`src/rtl/alarm_timer.sv`:
```
// ============================================================================
// Module   : alarm_timer
// Purpose  : Programmable countdown timer for the anti-theft alarm controller.
//            Holds four reprogrammable delays, loads one on request, counts it
//            down on the 1 Hz enable and returns a one-cycle expiry pulse.
// Revision : 1.0 - initial release
// ============================================================================
`default_nettype none

module alarm_timer #(
    parameter int WIDTH             = 4,
    parameter int T_ARM_DELAY       = 6,
    parameter int T_DRIVER_DELAY    = 8,
    parameter int T_PASSENGER_DELAY = 15,
    parameter int T_ALARM_ON        = 10
) (
    input  logic             clock,
    input  logic             reset,
    input  logic             start_timer,
    input  logic [1:0]       interval,
    input  logic             one_hz_enable,
    input  logic             reprogram,
    input  logic [1:0]       time_param_sel,
    input  logic [WIDTH-1:0] time_value,
    output logic             expired,
    output logic             busy,
    output logic [WIDTH-1:0] remaining
);

    typedef enum logic [1:0] {
        S_IDLE    = 2'd0,
        S_COUNT   = 2'd1,
        S_EXPIRED = 2'd2
    } state_t;

    localparam logic [WIDTH-1:0] C_ONE = WIDTH'(1);

    state_t           r_state;
    state_t           w_state_nxt;
    logic [WIDTH-1:0] r_count;
    logic [WIDTH-1:0] w_count_nxt;
    logic [WIDTH-1:0] r_param [4];
    logic [WIDTH-1:0] w_load_val;

    assign w_load_val = r_param[interval];

    // Parameter file: a write strobe always wins and is stored verbatim.
    always_ff @(posedge clock or posedge reset) begin
        if (reset) begin
            r_param[0] <= WIDTH'(T_ARM_DELAY);
            r_param[1] <= WIDTH'(T_DRIVER_DELAY);
            r_param[2] <= WIDTH'(T_PASSENGER_DELAY);
            r_param[3] <= WIDTH'(T_ALARM_ON);
        end else if (reprogram) begin
            r_param[time_param_sel] <= time_value;
        end
    end

    always_ff @(posedge clock or posedge reset) begin
        if (reset) begin
            r_state <= S_IDLE;
            r_count <= '0;
        end else begin
            r_state <= w_state_nxt;
            r_count <= w_count_nxt;
        end
    end

    // Reprogram and abort both park the timer in IDLE with a cleared count.
    always_comb begin
        w_state_nxt = r_state;
        w_count_nxt = r_count;
        if (reprogram || !start_timer) begin
            w_state_nxt = S_IDLE;
            w_count_nxt = '0;
        end else begin
            unique case (r_state)
                S_IDLE: begin
                    w_count_nxt = w_load_val;
                    w_state_nxt = (w_load_val != '0) ? S_COUNT : S_EXPIRED;
                end
                S_COUNT: begin
                    if (one_hz_enable) begin
                        if (r_count > C_ONE) begin
                            w_count_nxt = r_count - C_ONE;
                        end else begin
                            w_count_nxt = '0;
                            w_state_nxt = S_EXPIRED;
                        end
                    end
                end
                S_EXPIRED: begin
                    w_state_nxt = S_IDLE;
                end
                default: begin
                    w_state_nxt = S_IDLE;
                    w_count_nxt = '0;
                end
            endcase
        end
    end

    assign expired   = (r_state == S_EXPIRED);
    assign busy      = (r_state == S_COUNT);
    assign remaining = r_count;

endmodule

`default_nettype wire

```
`config.mk`:
```
export PLATFORM = sky130hd
export DESIGN_NAME = alarm_timer
export DESIGN_NICKNAME = d
export VERILOG_FILES = /design/src/rtl/alarm_timer.sv
export SDC_FILE = /design/constraint.sdc
export NUM_CORES = 1
export LEC_CHECK = 0
export BUFFER_PORTS_ARGS = -buffer_cell sky130_fd_sc_hd__buf_2
export CORE_MARGIN = 1
export CORE_UTILIZATION = 50
export DETAILED_ROUTE_END_ITERATION = 8
export PLACE_DENSITY = 0.72
export RECOVER_POWER = 25
export SLEW_MARGIN = 10
export SYNTH_ARGS = -nofsm -noshare
export SYNTH_HDL_FRONTEND = slang
export SYNTH_SLANG_ARGS = --single-unit
```
`constraint.sdc`:
```
create_clock -name clock -period 3.8 [get_ports clock]
set_clock_uncertainty 0.1 [all_clocks]
set_input_delay 0.76 -clock clock [delete_from_list [all_inputs] [get_ports clock]]
set_output_delay 0.76 -clock clock [all_outputs]
set_load 0.02 [all_outputs]
```
==> impl_metrics.yaml <==
drt:
  wl_per_cell_um: 15.09
  first_iter_violations: 2
  ant_nets: 0
  viasPerCell: 5.484
  drcViolationCount: 0
  wl_um: 1932
  dr.pass1.iters: 4
  dr_total_vias: 702
final_layout:
  final_nets: 117
  final_common_cell: "buf_2"
  final_core_util_pct: 62.44
  most-common-layout-cells: "17 x buf_2, 16 x mux2_2, 13 x dfrtp_1, 9 x dfstp_2"
  instances_no_fill: 128
  antennaDiodeCount: 0
  final_cell_area_sq_um: 1262
  syn2layout_area_growth_pct: 14.40
  drive_gt1_share_pct: 50.50
pwr:
  pwr-share-clk_pct: 22.2
  power.density_nw_per_um2: 453.9
  ir_drop_uv: 377.3
  seqPwrFrac_pct: 54.0
  p_comb_share_pct: 23.8
  intPower_uw: 419.9
  p_switching_uw: 153.1
  switching_share_pct: 26.72
  p_leak_uw: 0.0005593
clock_tree:
  cts_max_level: 1
  clk_latency_ns: 0.31
  cts_tree: "yes"
  cts_made_buffers: 3
  root_buffer: "clkbuf_4"
  cts_resized: 0
  cts.sinks: 22
  clk_path_buf_depth: 2
  post_cts_buffers: 0
  postCtsHoldBufs: 0
  path_clk_slew_ns: 0.12
synthesis:
  netlist_area_sq_um: 1104
  avgSynthCellArea_sq_um: 13.97
  yosysSeqAreaShare_pct: 50.91
  syn-num-nets: 94
  synthCells: 79
  synth.distinct_cells: 24
  synth.ff_latch_count: 22
  ys_warn_count: 0
grt:
  grt_usage_pct: 20.41
  grt-ovfl-total: 0
  first_global_vias: 765
  grt_max_degree: 23
  antenna_found_initial: 0
  grt_pass1_wl_um: 3574
timing:
  setup_viol: 0
  slew_violations: 0
  hold_viol_final: 0
  tightestPinTransition_ns: 0.8112
  hold_slack_ns: 0.4200
  fin_crit_ns: 1.994
  fin_setup_tns_ns: 0
  timing.fmax_ghz: 0.5016
  max-slew-margin-rel_pct: 45.86
  rsz0062_at_grt: "false"
  post-route-period-util_pct: 52.47
hold_path:
  hold_class: "register to register"
worst_setup_path:
  cp-start-kind: "register"
  cp_data_required_time_ns: 2.94
  worstPathArrival_ns: 1.13
  criticalPathCategory: "register to output pin"
  reg2reg_slack_ns: 2.08
  worstSetupEndpointType: "output pin"
  crit_fanout: 4
place:
  place_area_sq_um: 1227
  post-dp-hpwl_um: 1491
  place.gp.congestion: 0.7401
  io_buffers: 18
  placedCellCount: 124
die:
  core_sq_um: 2022
  num_io_pins: 19
  fp-row-count: 16
  die_x_um: 48.98
  die_h_um: 48.98
  initial_utilization_pct: 54.58
  dieArea_sq_um: 2399
flow_run:
  drv_cap: 0
status:
  status: "completed"
==> worst paths after layout <==
kind                               from           end  depth (start not counted)
setup / recovery             r_state[1]          busy                          2
hold / removal              r_param[10]   r_param[10]                          1
setup reg to reg           remaining[1]  remaining[2]                          6
hold reg to reg             r_param[10]   r_param[10]                          1
max in group asynchronous         reset  remaining[0]                          2
min in group asynchronous         reset    r_state[0]                          2
==> stage by stage <==
step                worst slack, ns  power [uW]
floorplan                     1.952       411.4
global placement              1.684       445.6
detailed placement            1.686       451.4
CTS                           1.798       578.6
global route                  1.726       610.6
finish                        1.806       573.0
==> power by group through the flow <==
stage	sequential, uW	clock (uW)	combinational, uW
finish	309	127	136
global route	316	144	151
CTS	309	131	139
detailed placement	313	0	138
global placement	311	0	134
floorplan	310	0	102
==> per-layer routing <==
metal	global-route usage [%]	wire length, um	share of wire (%)	up-vias
met4	10.29	43	2.2	0
met3	2.804	51	2.6	5
met1	26.61	876	45	336
li1	-	-	-	344
met5	0	0	0	-
met2	33.33	961	50	17
==> layout make-up <==
class,instances,area [sq um]
Clock buffer,4,36.28
Fill cell,179,759.5
Inverter,4,15.01
Multi-Input combinational cell,53,526.8
Sequential cell,22,561.8
Tap cell,27,33.78
Timing Repair Buffer,18,88.84
==> sequential cells by signal, indices dropped and copies added, names as in the netlist <==
| name | flops |
|---|---|
| r_param | 16 |
| remaining | 4 |
| r_state | 2 |
==> cells in the mapped netlist <==
cell,n,area share (%)
a21oi_1,2,0.91
a2bb2oi_1,4,3.2
and2b_1,1,0.68
dfrtp_1,13,29
dfstp_2,9,21
ha_1,2,2.3
inv_1,4,1.4
mux2_2,16,16
mux4_1,2,4.8
mux4_2,2,4.1
nand2_1,1,0.34
nand3_1,1,0.45
nand3b_1,3,2.0
nor2_1,4,1.4
nor2b_1,1,0.57
nor2b_4,1,1.2
nor3_1,1,0.45
nor3_2,1,0.91
nor3b_1,2,1.4
nor4_1,1,0.57
o2bb2ai_1,4,3.2
o31ai_1,1,0.68
or3b_2,1,0.79
xnor2_1,2,1.6
==> critical path: stages (launching register included) <==
cell	delay, ns
dfrtp_1	0.42
and2b_1	0.23
buf_2	0.17
==> kinds of logic after synthesis <==
group	Yosys count	synth area share (%)
buffers and inverters	4	1.360
xor gates and xnor gates	2	1.588
AOI/OAI and AO/OA	11	7.936
DFF	22	50.91
adders and majority gates	2	2.267
and+or+nand+nor	18	10.77
muxes	20	25.17
Note: power is estimated with default switching activity, not from simulation.
